===== config.mk =====
export PLATFORM = sky130hd
export DESIGN_NAME = sipo_deser
export DESIGN_NICKNAME = d
export VERILOG_FILES = /design/src/rtl/sipo_deser.sv
export SDC_FILE = /design/constraint.sdc
export NUM_CORES = 1
export LEC_CHECK = 0
export ABC_AREA = 1
export BUFFER_PORTS_ARGS = -buffer_cell sky130_fd_sc_hd__buf_2
export CORE_MARGIN = 2
export CORE_UTILIZATION = 30
export DETAILED_ROUTE_END_ITERATION = 10
export GPL_TIMING_DRIVEN = 1
export MAX_ROUTING_LAYER = met4
export PLACE_DENSITY = 0.58
export RECOVER_POWER = 25
export SKIP_CTS_REPAIR_TIMING = 1
export SYNTH_ARGS = -nofsm -noshare
export SYNTH_HDL_FRONTEND = slang
export SYNTH_SLANG_ARGS = --single-unit

===== constraint.sdc =====
create_clock -name clk -period 1.5 [get_ports clk]
set_clock_uncertainty 0.1 [all_clocks]
set_input_delay 0.15 -clock clk [delete_from_list [all_inputs] [get_ports clk]]
set_output_delay 0.15 -clock clk [all_outputs]
set_load 0.01 [all_outputs]

===== src/rtl/sipo_deser.sv =====
// Serial-in, parallel-out deserializer with a held, handshaked output word.
// Optional per-frame even-parity check is enabled by defining SIPO_PARITY_EN.
module sipo_deser #(
  parameter int unsigned WIDTH     = 4,
  parameter bit          MSB_FIRST = 1'b1
) (
  input  logic                           clk,
  input  logic                           rst,
  input  logic                           si,
  input  logic                           si_valid,
  input  logic                           clr,
  output logic [WIDTH-1:0]               po,
  output logic                           po_valid,
  input  logic                           po_ready,
  output logic                           busy,
  output logic [$clog2(WIDTH+1)-1:0]     bit_cnt,
  output logic                           overrun,
  output logic                           parity_err
);

  localparam int unsigned CW = $clog2(WIDTH + 1);
`ifdef SIPO_PARITY_EN
  localparam int unsigned LAST_CNT = WIDTH;
`else
  localparam int unsigned LAST_CNT = WIDTH - 1;
`endif

  logic [WIDTH-1:0] sr_q, sr_d;
  logic [WIDTH-1:0] po_q, po_d;
  logic [CW-1:0]    cnt_q, cnt_d;
  logic             po_valid_q, po_valid_d;
  logic             overrun_q, overrun_d;
  logic [WIDTH-1:0] shifted_c;
  logic [WIDTH-1:0] word_c;
  logic             complete_c;
  logic             accept_c;
`ifdef SIPO_PARITY_EN
  logic             perr_q, perr_d;
`endif

  assign shifted_c  = MSB_FIRST ? {sr_q[WIDTH-2:0], si} : {si, sr_q[WIDTH-1:1]};
  assign complete_c = si_valid && (cnt_q == CW'(LAST_CNT));
  assign accept_c   = !po_valid_q || po_ready;
`ifdef SIPO_PARITY_EN
  // Parity bit arrives after the data bits, so the word is already assembled.
  assign word_c     = sr_q;
`else
  assign word_c     = shifted_c;
`endif

  // Frame assembly, word hand-off and flag update.
  always_comb begin
    sr_d       = sr_q;
    po_d       = po_q;
    cnt_d      = cnt_q;
    po_valid_d = po_valid_q;
    overrun_d  = overrun_q;
`ifdef SIPO_PARITY_EN
    perr_d     = perr_q;
`endif
    if (po_valid_q && po_ready) begin
      po_valid_d = 1'b0;
    end
    if (clr) begin
      sr_d       = '0;
      cnt_d      = '0;
      po_valid_d = 1'b0;
      overrun_d  = 1'b0;
`ifdef SIPO_PARITY_EN
      perr_d     = 1'b0;
`endif
    end else if (si_valid) begin
      if (complete_c) begin
        sr_d  = '0;
        cnt_d = '0;
        if (accept_c) begin
          po_d       = word_c;
          po_valid_d = 1'b1;
`ifdef SIPO_PARITY_EN
          perr_d     = (^sr_q) ^ si;
`endif
        end else begin
          overrun_d = 1'b1;
        end
      end else begin
        sr_d  = shifted_c;
        cnt_d = cnt_q + CW'(1);
      end
    end
  end

  always_ff @(posedge clk or negedge rst) begin
    if (!rst) begin
      sr_q       <= '0;
      po_q       <= '0;
      cnt_q      <= '0;
      po_valid_q <= 1'b0;
      overrun_q  <= 1'b0;
`ifdef SIPO_PARITY_EN
      perr_q     <= 1'b0;
`endif
    end else begin
      sr_q       <= sr_d;
      po_q       <= po_d;
      cnt_q      <= cnt_d;
      po_valid_q <= po_valid_d;
      overrun_q  <= overrun_d;
`ifdef SIPO_PARITY_EN
      perr_q     <= perr_d;
`endif
    end
  end

  assign po       = po_q;
  assign po_valid = po_valid_q;
  assign bit_cnt  = cnt_q;
  assign overrun  = overrun_q;
  assign busy     = (cnt_q != '0);
`ifdef SIPO_PARITY_EN
  assign parity_err = perr_q;
`else
  assign parity_err = 1'b0;
`endif

endmodule

==> qor.yml, run 1 <==
run_status:
  status: "completed"
routing:
  num_vias: 458
  wl_per_cell_um: 10.1
  drt_iter0_drc: 8
  vias_per_cell: 4.36
  drcViolationCount: 0
  drtAntennaViolNets: 0
  wl_um: 1070
  dr.pass1.iters: 4
synth:
  synth.area.top_cells: "dfrtp_1 52%, nand2_1 11%, inv_1 5.9%, ha_1 4.3%, nand4_1 4.3%"
  synth_edf_count: 0
  synth_top_cells_by_count: "17 x nand2_1, 12 x dfrtp_1, 9 x inv_1, 4 x nand4_1, 3 x nand3_1"
  syn_inst: 62
  ys_ff_latch: 12
  synth_top_area_share_pct: 52.2
  yosysWarnings: 0
  yosys.area.top_type: "dfrtp_1"
  ys_seq_area_share_pct: 52.2
  synthesis.nets: 70
  synthDistinctLibCells: 16
  synth.most_common_cell: "nand2_1"
  synth-main-ff-cell: "dfrtp_1"
  synth.avg_cell_area_um2: 9.28
  async_reset_ff_share_pct: 100
  syn_area_um2: 576
placement:
  gp_congestion: 0.731
  dp_hpwl_um: 843
  port_buffers: 15
  place_area_um2: 674
timing:
  setup_viol: 0
  max_freq_mhz: 738
  hold_viol: 0
  min_period_over_period_pct: 90.4
  fin_crit_ns: 1.36
  maxSlewViolCount: 0
  setup-tns-final_ns: 0
  worstMarginPinSlew_ns: 0.658
  rsz0062_at_grt: "no"
  slew_headroom_pct: 56.1
die:
  coreArea_um2: 1760
  die_x_um: 47.8
  io-pin-count: 17
  die_h_um: 47.8
  rows: 15
  die_area_um2: 2280
  start_util_pct: 32.6
cells_and_area:
  fillers: 202
  multiInputGateArea_um2: 234
  register_area_um2: 300
  stdcell_area_um2: 706
  fin_nets: 90
  area_growth_pct: 22.6
  diodes: 0
  drive_gt1_share_pct: 31.3
worst_setup_path:
  cp_max_fo: 5
  worstPathRequired_ns: 1.25
  path_class: "flop to output port"
  startpoint_type: "flop"
  critPathArrivalTime_ns: 1.11
  setup.worst_path.end_class: "output port"
  reg2regPathDepth: 6
hold_path:
  hold_path_class: "input port to flop"
  hold_depth: 2
global_routing:
  overflow: 0
  grt_pass1_wl_um: 1760
  grt_pass1_vias: 409
  grtUsageTotal_pct: 11.9
  antenna_found_initial: 0
  grt_max_degree: 13
clocking:
  clock-sinks: 12
  cts_tree: "done"
  h-tree-depth: 1
  clk_pin_slew_worst_paths_ns: 0.07
  clock_path_buffers: 2
  cts_root_buf: "clkbuf_4"
  insertion_delay_ns: 0.27
  numCtsBuffers: 3
pwr:
  p_per_area_nw_per_um2: 855
  ir_drop_uv: 436
  clkPwrFrac_pct: 31.0
  p_sw_uw: 149
  combPwrFrac_pct: 11.9
  p_sw_share_pct: 24.6
  power.leakage_nw: 0.379
  intPower_uw: 455
  design_power_total_uw: 604
  power_frac_seq_pct: 57.0
run:
  drv_cap: 0
## power groups by stage
stage | clock, mW | sequential [mW] | combinational (mW)
floorplan | 0 | 0.354 | 0.0348
global placement | 0 | 0.350 | 0.0710
detailed placement | 0 | 0.350 | 0.0719
CTS | 0.200 | 0.344 | 0.0722
global route | 0.217 | 0.346 | 0.0820
finish | 0.187 | 0.344 | 0.0719
## state kept, by name, summed over array words and instances, names as in the netlist
register,count
sr_q,3
po,4
bit_cnt,3
po_valid,1
overrun,1
## through the flow
step	instances	worst slack, ns	utilization, %	hold slack (ns)
6_report	105	0.144	40.0	0.0188
5_1_grt	105	0.0555	40.0	0.0166
4_1_cts	104	0.122	39.5	-0.349
3_5_place_dp	101	0.212	38.2	-0.0568
3_3_place_gp	101	0.238	38.2	-0.0562
2_1_floorplan	62	0.230	-	-0.246
## logic make-up (layout without fill, tap and decap cells)
group           after synthesis  in the layout  synth area share (%)
simple gates                 31             31                  28.5
flops                        12             12                  52.2
buf+inv                      10             28                  7.17
compound gates                6              6                  7.17
fa+ha+maj                     2              2                  4.35
other cells                   1              1                 0.652
## final timing paths
kind / startpoint / end / slack [ns]
worst max-delay path: bit_cnt[0] / busy / 0.14
worst min-delay path: clr / overrun / 0.02
worst max register to register: bit_cnt[0] / po[2] / 0.21
worst min register to register: po[1] / po[1] / 0.36
max in group asynchronous: rst / sr_q[0] / 0.56
min in group asynchronous: rst / bit_cnt[1] / 0.32
## cell usage in the layout, fill, tap and decap left out, types with 3 or more instances in the layout
cell type,n
dfrtp_1,12
nand3_1,3
clkbuf_4,3
inv_1,9
nand4_1,4
nand2_1,17
buf_2,14
## worst max-delay path, cell delays in order (launching register included)
cell and delay [ns]:
dfrtp_1 0.41, inv_1 0.07, ha_1 0.19, nand2_1 0.06, buf_2 0.12
## layer usage
layer | track usage (%) | share of wire, % | wire, µm | up-vias
met2 | 17.1 | 47 | 504 | 15
met1 | 15.1 | 44 | 469 | 210
met4 | 4.86 | 1.1 | 12 | 0
met3 | 4.53 | 7.4 | 79 | 2
met5 | - | 0 | 0 | -
li1 | - | - | - | 231
## area by class of cell
type                       instances  share of cell area, %
clock buffer                       3                   3.19
inverter                           9                   4.79
timing repair buffer              16                   11.9
sequential                        12                   42.6
multi-input combinational         40                   33.2
tap                               25                   4.43
(Power assumes the default switching activity.)
==> run 2: changes to the inputs <==
CORE_AREA = 2 2 39 41   (was unset)
CORE_MARGIN = unset   (was 2)
CORE_UTILIZATION = unset   (was 30)
DIE_AREA = 0 0 41 43   (was unset)
PLACE_DENSITY = 0.76   (was 0.58)
==> qor.yml, run 2 (synthesized netlist as in run 1, its figures left out) <==
cells_and_area:
  largest_register_ffs: 4  # unchanged
  drive_gt1_share_pct: 32.1  # +0.85 points
  fin_nets: 90  # unchanged
  area_growth_pct: 23.0
  diodes: 0  # unchanged
  final_common_cell: "nand2_1"
  final_cell_mix: "17 x nand2_1, 14 x buf_2, 12 x dfrtp_1"
routing:
  drcViolationCount: 0  # unchanged
  dr.pass1.iters: 4  # unchanged
  num_vias: 454  # -0.87%
  wl_per_cell_um: 10.6  # +4.6%
  vias_per_cell: 4.68  # +7.3%
  drt_iter0_drc: 3  # -5
  wl_um: 1030  # -3.4%
  drtAntennaViolNets: 0  # unchanged
global_routing:
  antenna_found_initial: 0  # unchanged
  grtUsageTotal_pct: 15.7  # +3.7 points
  grt_pass1_vias: 440  # +7.6%
  grt_max_degree: 13  # unchanged
  overflow: 0  # unchanged
  grt_pass1_wl_um: 1770  # +0.80%
pwr:
  ir_drop_uv: 310  # -29%
  combPwrFrac_pct: 10.7  # -1.2 points
  clkPwrFrac_pct: 38.1  # +7.1 points
  power.leakage_nw: 0.386  # +1.9%
  design_power_total_uw: 671  # +11%
  intPower_uw: 509  # +12%
  power_frac_seq_pct: 51.2  # -5.8 points
  p_sw_share_pct: 24.1  # -0.57 points
  p_per_area_nw_per_um2: 947  # +11%
  p_sw_uw: 162  # +8.6%
worst_setup_path:
  worstPathRequired_ns: 1.25  # about the same
  path_class: "flop to output port"
  cp_max_fo: 5  # unchanged
  critPathSlowestCell: "dfrtp_1"
  path_delay_family: "flip-flops"
  critPathArrivalTime_ns: 1.13  # +0.02 ns
  setup.worst_path.end_class: "output port"
  cp_num_buf_inv: 2  # unchanged
  cp_slowest_stage_delay_ns: 0.43  # +0.02 ns
  cp_cell_sequence: "inv_1 > ha_1 > nand2_1 > buf_2"
  startpoint_type: "flop"
die:
  die_x_um: 41  # -14%
  coreArea_um2: 1380  # -22%
  start_util_pct: 41.6  # +9.0 points
  io-pin-count: 17  # unchanged
  die_h_um: 43  # -10%
  rows: 14  # -1
  die_area_um2: 1760  # -23%
timing:
  max_freq_mhz: 726  # -1.5%
  setup_viol: 0  # unchanged
  setup-tns-final_ns: 0  # unchanged
  min_period_over_period_pct: 91.8  # +1.4 points
  fin_crit_ns: 1.38  # +0.0210 ns
  maxSlewViolCount: 0  # unchanged
  slew_headroom_pct: 57.2  # +1.1 points
  worstMarginPinSlew_ns: 0.643  # -0.0158 ns
  hold_viol: 0  # unchanged
  rsz0062_at_grt: "no"
placement:
  port_buffers: 15  # unchanged
  gp_congestion: 0.803  # +9.8%
  dp_hpwl_um: 823  # -2.4%
clocking:
  numCtsBuffers: 3  # unchanged
  cts_tree: "done"
  cts_root_buf: "clkbuf_4"
  clk_pin_slew_worst_paths_ns: 0.08  # about the same
  insertion_delay_ns: 0.27  # about the same
  h-tree-depth: 1  # unchanged
  clock-sinks: 12  # unchanged
  clock_path_buffers: 2  # unchanged
hold_path:
  hold_path_class: "input port to flop"
run:
  drv_cap: 0  # unchanged
run_status:
  status: "completed"
## run 2: changes by cell type in the layout (fill, tap and decap cells not counted)
cell      previous run  this run
clkbuf_8             0         1
## run 2: layout make-up
type	instances	area [µm²]
Clock buffer	4	36.3
Fill cell	129	676
Inverter	9	33.8
Multi-Input combinational cell	40	234
Sequential cell	12	300
Tap cell	16	20.0
Timing Repair Buffer	16	83.8
## run 2: path summary, 6_finish.rpt
| kind | slack (ns) | to | startpoint | cells past startpoint |
|---|---|---|---|---|
| worst max-delay path | 0.12 | busy | bit_cnt[0] | 4 |
| worst min-delay path | 0.02 | overrun | clr | 2 |
| worst max register to register | 0.17 | po[0] | bit_cnt[0] | 6 |
| worst min register to register | 0.37 | po[3] | po[3] | 2 |
| max in group asynchronous | 0.58 | sr_q[0] | rst | 2 |
| min in group asynchronous | 0.31 | po[3] | rst | 2 |
## run 2: through the flow
stage	cells	utilization, %	hold WS (ns)	worst slack [ns]	instance area (µm²)
finish	97	51.2	0.0164	0.123	708
global route	97	51.2	0.00739	0.0391	708
CTS	96	50.5	-0.356	0.102	699
detailed placement	92	47.9	-0.0562	0.184	663
global placement	92	47.9	-0.0616	0.245	663
floorplan	62	-	-0.246	0.230	576
## run 2: per-layer routing
layer	wire length, µm	track usage [%]	share of wire (%)	up-vias
li1	-	-	-	233
met1	436	18.5	42	207
met2	539	22.2	52	12
met3	34	4.71	3.3	2
met4	19	10.0	1.8	0
met5	0	-	0	-
## run 2: power by group through the flow
stage | Sequential, mW | Clock (mW) | Combinational [mW]
after floorplan | 0.354 | 0 | 0.0348
after global placement | 0.350 | 0 | 0.0699
after detailed placement | 0.350 | 0 | 0.0718
after CTS | 0.343 | 0.265 | 0.0721
after global routing | 0.346 | 0.285 | 0.0825
final | 0.343 | 0.256 | 0.0720
## run 2: worst register-to-register path: cells and delay by family (launching register included)
family                     cells  cell delay (ns)
DFF                            1             0.43
and+or+nand+nor                5             0.52
adders and majority gates      1             0.19
